[config.mk]
export PLATFORM = sky130hd
export DESIGN_NAME = debounce_edge
export DESIGN_NICKNAME = d
export VERILOG_FILES = /design/src/rtl/debounce_pkg.sv /design/src/rtl/debounce_edge_sync_chain.sv /design/src/rtl/debounce_edge.sv
export SDC_FILE = /design/constraint.sdc
export NUM_CORES = 1
export LEC_CHECK = 0
export CAP_MARGIN = 20
export CELL_PAD_IN_SITES_DETAIL_PLACEMENT = 1
export CELL_PAD_IN_SITES_GLOBAL_PLACEMENT = 1
export CORE_MARGIN = 2
export CORE_UTILIZATION = 38
export DETAILED_ROUTE_END_ITERATION = 12
export GPL_TIMING_DRIVEN = 1
export PLACE_DENSITY = 0.84
export SKIP_CTS_REPAIR_TIMING = 1
export SYNTH_ARGS = -nofsm -noshare
export SYNTH_HDL_FRONTEND = slang
export SYNTH_SLANG_ARGS = --single-unit
[constraint.sdc]
create_clock -name clk -period 1.9 [get_ports clk]
set_clock_uncertainty 0.2 [all_clocks]
set_input_delay 0.19 -clock clk [delete_from_list [all_inputs] [get_ports clk]]
set_output_delay 0.19 -clock clk [all_outputs]
set_load 0.03 [all_outputs]
[src/rtl/debounce_pkg.sv]
// Shared definitions for the input debouncer: controller state encoding and
// the counter-width helper.
package debounce_pkg;

  typedef enum logic {
    ST_IDLE   = 1'b0,
    ST_SETTLE = 1'b1
  } state_e;

  // Wide enough to hold 0..stable_cycles.
  function automatic int cnt_width(input int stable_cycles);
    return $clog2(stable_cycles + 1);
  endfunction

endpackage

[src/rtl/debounce_edge_sync_chain.sv]
// Plain N-flop synchronizer for an asynchronous single-bit input; no logic
// between stages so metastability has a full cycle per stage to resolve.
module sync_chain #(
  parameter int STAGES = 2
) (
  input  logic clk,
  input  logic reset,
  input  logic d,
  output logic q
);

  logic [STAGES-1:0] chain_q;
  logic [STAGES-1:0] chain_d;

  always_comb begin
    chain_d = {chain_q[STAGES-2:0], d};
  end

  always_ff @(posedge clk) begin
    if (reset) begin
      chain_q <= '0;
    end else begin
      chain_q <= chain_d;
    end
  end

  assign q = chain_q[STAGES-1];

endmodule

[src/rtl/debounce_edge.sv]
// Debouncer: synchronizes a raw input, requires it to differ from the
// current level for STABLE_CYCLES consecutive cycles, then commits the new
// level together with a one-cycle rise or fall pulse.
module debounce_edge
  import debounce_pkg::*;
#(
  parameter int SYNC_STAGES   = 2,
  parameter int STABLE_CYCLES = 16
) (
  input  logic clk,
  input  logic reset,
  input  logic din,
  output logic dout,
  output logic rise,
  output logic fall,
  output logic settling
);

  localparam int CNT_W = cnt_width(STABLE_CYCLES);
  localparam logic [CNT_W-1:0] CNT_MAX = CNT_W'(STABLE_CYCLES - 1);
  localparam logic [CNT_W-1:0] CNT_ONE = CNT_W'(1);

  logic             s;
  state_e           state_q, state_d;
  logic [CNT_W-1:0] cnt_q, cnt_d;
  logic             dout_q, dout_d;
  logic             rise_q, rise_d;
  logic             fall_q, fall_d;
  logic             commit;

  sync_chain #(
    .STAGES(SYNC_STAGES)
  ) u_sync (
    .clk  (clk),
    .reset(reset),
    .d    (din),
    .q    (s)
  );

  always_comb begin
    state_d = state_q;
    cnt_d   = cnt_q;
    dout_d  = dout_q;
    rise_d  = 1'b0;
    fall_d  = 1'b0;
    commit  = 1'b0;

    case (state_q)
      ST_IDLE: begin
        if (s != dout_q) begin
          // A single-cycle requirement means the first differing sample commits.
          if (STABLE_CYCLES == 1) begin
            commit = 1'b1;
          end else begin
            state_d = ST_SETTLE;
            cnt_d   = CNT_ONE;
          end
        end
      end
      ST_SETTLE: begin
        if (s == dout_q) begin
          state_d = ST_IDLE;
          cnt_d   = '0;
        end else if (cnt_q >= CNT_MAX) begin
          commit = 1'b1;
        end else begin
          cnt_d = cnt_q + CNT_ONE;
        end
      end
      default: begin
        state_d = ST_IDLE;
        cnt_d   = '0;
      end
    endcase

    if (commit) begin
      state_d = ST_IDLE;
      cnt_d   = '0;
      dout_d  = s;
      rise_d  = s;
      fall_d  = ~s;
    end
  end

  always_ff @(posedge clk) begin
    if (reset) begin
      state_q <= ST_IDLE;
      cnt_q   <= '0;
      dout_q  <= 1'b0;
      rise_q  <= 1'b0;
      fall_q  <= 1'b0;
    end else begin
      state_q <= state_d;
      cnt_q   <= cnt_d;
      dout_q  <= dout_d;
      rise_q  <= rise_d;
      fall_q  <= fall_d;
    end
  end

  assign dout     = dout_q;
  assign rise     = rise_q;
  assign fall     = fall_q;
  assign settling = (state_q == ST_SETTLE);

endmodule

==> metrics.txt, run 1 <==
run status=finished, final reports clean; total gr overflow=0; PortBufs=6; Mean Syn Cell Area=9.89 µm²; Crit path largest cell delay=0.36 ns; boundary pin count=7; via count=384; nets=68; total power draw=415 µW; TritonRoute pass-1 iters=4; Startpoint Class=flop; Clock Sinks=11; area leader, netlist=dfxtp_1; Finished Layout Cells=77; Pleak=0.000249 µW; Critical Path Sink Type=flop; vias in the first global route=397; Peak supply drop=449 µV; routed length per instance=14.6 µm; area growth from synthesis to layout=27.5%; placer congestion estimate=0.757; Synth top area share=0.437; post-route cell area=643 µm²; Die Y=40.4 µm; CTS tree=yes; Core Util, Final=0.507; largest net degree at the start of global routing=12; DRC Markers=0; die area=1630 µm²; Slew headroom=0.749; core area=1270 µm²; critical path buffer and inverter count=0; antenna-violating nets left=0; PD cells=646 nW/µm²; async set or reset register ratio after synthesis=0; Clock Latency Late Sink=0.26 ns; synth unique cells=27; CP arrival=1.76 ns; placed cells=73; most common library cells after synthesis=dfxtp_1, nor2_1, a21oi_1, nand2_1; slowest CP cell=dfxtp_2; Fin. Hold Viols=0; FF+latch count, synth=11; Core Rows=13; Iteration-0 DRC Markers=6; Max Freq=554 MHz; vias per cell=4.99; register area share after synthesis=0.437; Starting Density=0.397; cell family with most CP delay=simple AND/OR/NAND/NOR gates; synthesized area=504 µm²; CTS HTree Levels=1; detailed-placement wirelength estimate=806 µm; post-placement cell area=594 µm²; GRT Total Usage=0.168; crit-path cells=ha_2 -> and3_2 -> ha_1 -> nor2_2 -> and2_4 -> nand2b_4 -> nor4b_2; TritonCTS Buffers=3; antenna fix cells=0; layout cells sized above 1=0.290; initial antenna violation count=0; max-slew violation total from the final report=0; Synth Warn #=0; Layout fillers=145; Worst Path Required=1.86 ns; CTS clk-pin slew, worst paths=0.07 ns; most common cell in the netlist=dfxtp_1; first-pass GRT wire length=1780 µm; top cells by area, synth=dfxtp_1, ha_1, nor4b_1; Final min period=1.80 ns; Post-Synthesis Cells=51; synthesized net count=56; DIE WIDTH=40.4 µm; worst min-delay path category=flop to flop; aggregate routed wire length=1120 µm; CP max FO=5; CTS Buffer Depth=2; clk root buf=clkbuf_4; Post-synth EDFFs=0; final setup vio count=0; Worst-Margin Slew=0.376 ns; Final Cycle Share=0.949; maxcap violations=0; Primary FF master, synth=dfxtp_1; kind of critical path=flop to flop
==> worst register-to-register path, delay by kind of cell, from the launching register on <==
kind	cells	cell delay [ns]
flip-flops	1	0.36
AND/OR/NAND/NOR	5	0.78
adder cells (fa/ha/maj)	2	0.36
==> cell usage in the layout (no fill, tap or decap), types with 2 or more instances in the layout <==
master / Yosys / layout
buf_4: 1 / 3
nand2_1: 3 / 3
and3_2: 2 / 2
clkdlybuf4s50_1: 0 / 5
nor4b_2: 0 / 2
nor2_1: 4 / 3
dfxtp_2: 0 / 2
nor2b_1: 2 / 2
nor3_1: 2 / 2
inv_1: 2 / 2
dfxtp_1: 11 / 9
clkbuf_4: 0 / 3
nand4_1: 2 / 2
a21oi_1: 3 / 3
==> metrics by stage <==
step | setup slack [ns] | hold WS (ns) | setup TNS, ns
6_report | 0.0962 | 0.253 | 0
5_1_grt | -0.0163 | 0.276 | -0.0163
4_1_cts | 0.0271 | 0.257 | 0
3_5_place_dp | 0.0426 | 0.233 | 0
3_3_place_gp | 0.0970 | 0.244 | 0
2_1_floorplan | 0.191 | 0.0923 | 0
==> routing by layer <==
layer / part of all wire / track usage / vias to the layer above
met1: 0.51 / 0.223 / 177
met2: 0.47 / 0.258 / 2
met5: 0 / 0 / -
met3: 0.017 / 0.0500 / 0
met4: 0 / 0.0500 / 0
li1: - / - / 205
==> flip-flops by register name, summed over array words and instances, names as in the netlist <==
name and cells:
u_sync.chain_q 2, dout 1, rise 1, settling 1
fall 1, cnt_q 5
==> logic make-up after synthesis <==
logic type | synth area share
AOI/OAI and AO/OA | 0.119
and+or+nand+nor | 0.288
muxes | 0.0199
buffers and inverters | 0.0372
xor gates and xnor gates | 0.0496
DFF | 0.437
adders and majority gates | 0.0496
==> power by group <==
group          leakage [µW]  switching (µW)  internal [µW]  total [µW]
Clock             0.0000150            72.5           80.9         153
Combinational      0.000144            12.8           11.1        23.8
Sequential        0.0000902            3.61            234         238
==> layout make-up <==
cell class              instances  area [µm²]  share of cell area
multi-input cells              36         283               0.440
flip-flops and latches         11         223               0.346
inverters                       2        7.51              0.0117
well taps                      15        18.8              0.0292
clock buffers                   4        26.3              0.0409
repair buffers                  9        85.1               0.132
==> path summary, 6_finish.rpt <==
kind                                              startpoint                            to  slack (ns)  cells past startpoint
worst min-delay path            u_sync.chain_q[0]$_SDFF_PP0_  u_sync.chain_q[1]$_SDFF_PP0_        0.25                      1
worst max-delay path                   cnt_q[0]$_SDFFE_PP0P_               fall$_SDFF_PP0_         0.1                      7
worst max register to register         cnt_q[0]$_SDFFE_PP0P_               fall$_SDFF_PP0_         0.1                      7
worst min register to register  u_sync.chain_q[0]$_SDFF_PP0_  u_sync.chain_q[1]$_SDFF_PP0_        0.25                      1
(Power assumes the default switching activity.)
==> run 2: changes to the inputs <==
- TNS_END_PERCENT: default -> 1
==> metrics.txt, run 2 (synthesis gave the netlist of run 1 again) <==
DIE WIDTH=40.4 µm (unchanged); CTS tree=yes; Clock power frac=0.369 (about the same); largest net degree at the start of global routing=12 (unchanged); combinational power share=0.058 (about the same); Final min period=1.81 ns (+0.00616 ns); CTS clk-pin slew, worst paths=0.07 ns (about the same); run status=finished, final reports clean; Startpoint Class=flop; boundary pin count=7 (unchanged); met1 Use GR=0.223 (unchanged); placer congestion estimate=0.757 (unchanged); CP arrival=1.77 ns (about the same); Max Freq=553 MHz (-0.34%); GRT Total Usage=0.168 (unchanged); net switching fraction of the power=0.215 (+0.000545); vias in the first global route=397 (unchanged); CP max FO=5 (unchanged); commonest non-fill, non-tap cell in the layout=dfxtp_1; TritonCTS Buffers=3 (unchanged); r2r endpoint=fall$_SDFF_PP0_; number of flip-flops in the largest register=5 (unchanged); routed length per instance=15.0 µm (+2.9%); Die Y=40.4 µm (unchanged); Critical Path Sink Type=flop; via count=393 (+2.3%); internal power=326 µW (about the same); core area=1270 µm² (unchanged); layout cells sized above 1=0.274 (-0.0161); TritonRoute pass-1 iters=4 (unchanged); Peak supply drop=449 µV (about the same); crit-path cells=ha_1 -> and3_2 -> ha_1 -> nor2_2 -> and2_4 -> nand2b_4 -> nor4b_2; first-pass GRT wire length=1780 µm (unchanged); kind of critical path=flop to flop; DRC Markers=0 (unchanged); RSZ-0062 raised after global routing=true; clk root buf=clkbuf_4; CTS Buffer Depth=2 (unchanged); slowest CP cell=dfxtp_2; max-slew violation total from the final report=0 (unchanged); vias per cell=5.10 (+2.3%); worst min-delay path category=flop to flop; Crit path largest cell delay=0.36 ns (about the same); final setup vio count=0 (unchanged); FF+latch area=223 µm² (unchanged); CTS HTree Levels=1 (unchanged); largest registers=cnt_q x5, u_sync.chain_q x2; Hold Path Origin=u_sync.chain_q[0]$_SDFF_PP0_; Iteration-0 DRC Markers=6 (unchanged); Sequential Power Share=0.573 (about the same); aggregate routed wire length=1160 µm (+2.9%); antenna fix cells=0 (unchanged); Clock Sinks=11 (unchanged); Final Cycle Share=0.953 (+0.00324); most flop-heavy register=cnt_q; Pleak=0.000252 µW (+1.2%); FF-to-FF setup slack=0.09 ns (about the same); global route hottest layer=met2; Worst R2R Path Depth=7 (unchanged); Slew headroom=0.769 (+0.0200); worst reg2reg path startpoint=cnt_q[0]$_SDFFE_PP0P_; maxcap violations=0 (unchanged); area growth from synthesis to layout=27.0%; Layout fillers=148 (+2.1%); multi-input logic area=280 µm² (-0.88%); Clock Latency Late Sink=0.26 ns (about the same); nets=68 (unchanged); detailed-placement wirelength estimate=806 µm (unchanged); hold path cells=1 (unchanged); met3 layer usage reported by global route=0.0500 (unchanged); Worst-Margin Slew=0.346 ns (-0.0300 ns); die area=1630 µm² (unchanged); initial antenna violation count=0 (unchanged); most used cell, CP=ha_1; Core Util, Final=0.505 (-0.00197); Worst Path Required=1.86 ns (about the same); Starting Density=0.397 (unchanged); antenna-violating nets left=0 (unchanged); routing usage on met2=0.258 (unchanged); most frequent cells in the layout=dfxtp_1, clkdlybuf4s50_1; PD cells=649 nW/µm² (+0.46%); Core Rows=13 (unchanged); Sw Pwr=89.2 µW (+0.32%); PortBufs=6 (unchanged); total gr overflow=0 (unchanged); Worst Hold End=u_sync.chain_q[1]$_SDFF_PP0_; Fin. Hold Viols=0 (unchanged); Final TNS setup=0 ns (unchanged)
## run 2: cell count changes in the layout (fill, tap and decap cells not counted)
cell  before  now
ha_1       1    2
ha_2       1    0
## run 2: final cells by class
cell class | instances | area share
clock buffers | 4 | 0.0410
well taps | 15 | 0.0293
flip-flops and latches | 11 | 0.348
inverters | 2 | 0.0117
repair buffers | 9 | 0.133
multi-input cells | 36 | 0.438
## run 2: worst max path at each step
stage / endpoint / from / slack, ns
2_1_floorplan: dout$_SDFFE_PP0P_ / cnt_q[0]$_SDFFE_PP0P_ / 0.19
3_3_place_gp: rise$_SDFF_PP0_ / cnt_q[0]$_SDFFE_PP0P_ / 0.1
3_5_place_dp: dout$_SDFFE_PP0P_ / cnt_q[0]$_SDFFE_PP0P_ / 0.04
4_1_cts: dout / dout$_SDFFE_PP0P_ / 0.03
5_1_grt: cnt_q[3]$_SDFFE_PP0P_ / cnt_q[0]$_SDFFE_PP0P_ / -0.04
6_report: fall$_SDFF_PP0_ / cnt_q[0]$_SDFFE_PP0P_ / 0.09
## run 2: power by group through the flow
stage / logic (µW) / registers, µW / clock network [µW]
final: 24.1 / 238 / 153
after CTS: 23.3 / 238 / 161
after floorplan: 11.7 / 243 / 0
after detailed placement: 23.1 / 243 / 0
after global placement: 22.7 / 243 / 0
after global routing: 26.2 / 239 / 169
## run 2: critical path: cells and delay by family (launching register included)
| family | cells | cell delay (ns) |
|---|---|---|
| AND/OR/NAND/NOR | 5 | 0.79 |
| flip-flops | 1 | 0.36 |
| adder cells (fa/ha/maj) | 2 | 0.36 |
## run 2: routing by layer
| metal | vias up | wire length (µm) | share of wire |
|---|---|---|---|
| met3 | 0 | 20 | 0.017 |
| met2 | 4 | 545 | 0.47 |
| met4 | 0 | 0 | 0 |
| met1 | 183 | 591 | 0.51 |
| met5 | - | 0 | 0 |
| li1 | 206 | - | - |
## run 2: stage by stage
stage	cell area, µm²	cells	setup slack (ns)	total power, µW	hold slack, ns
finish	641	77	0.0901	416	0.252
global route	641	77	-0.0395	434	0.276
CTS	621	77	0.0271	422	0.257
detailed placement	594	73	0.0426	266	0.233
global placement	594	73	0.0970	266	0.244
floorplan	504	51	0.191	255	0.0923
==> run 3: changes to the inputs <==
- CAP_MARGIN: 20 -> 30
- HOLD_SLACK_MARGIN: default -> 0.05
==> results of run 3 <==
The final DEF is identical to that of run 2; final timing and power are the same.
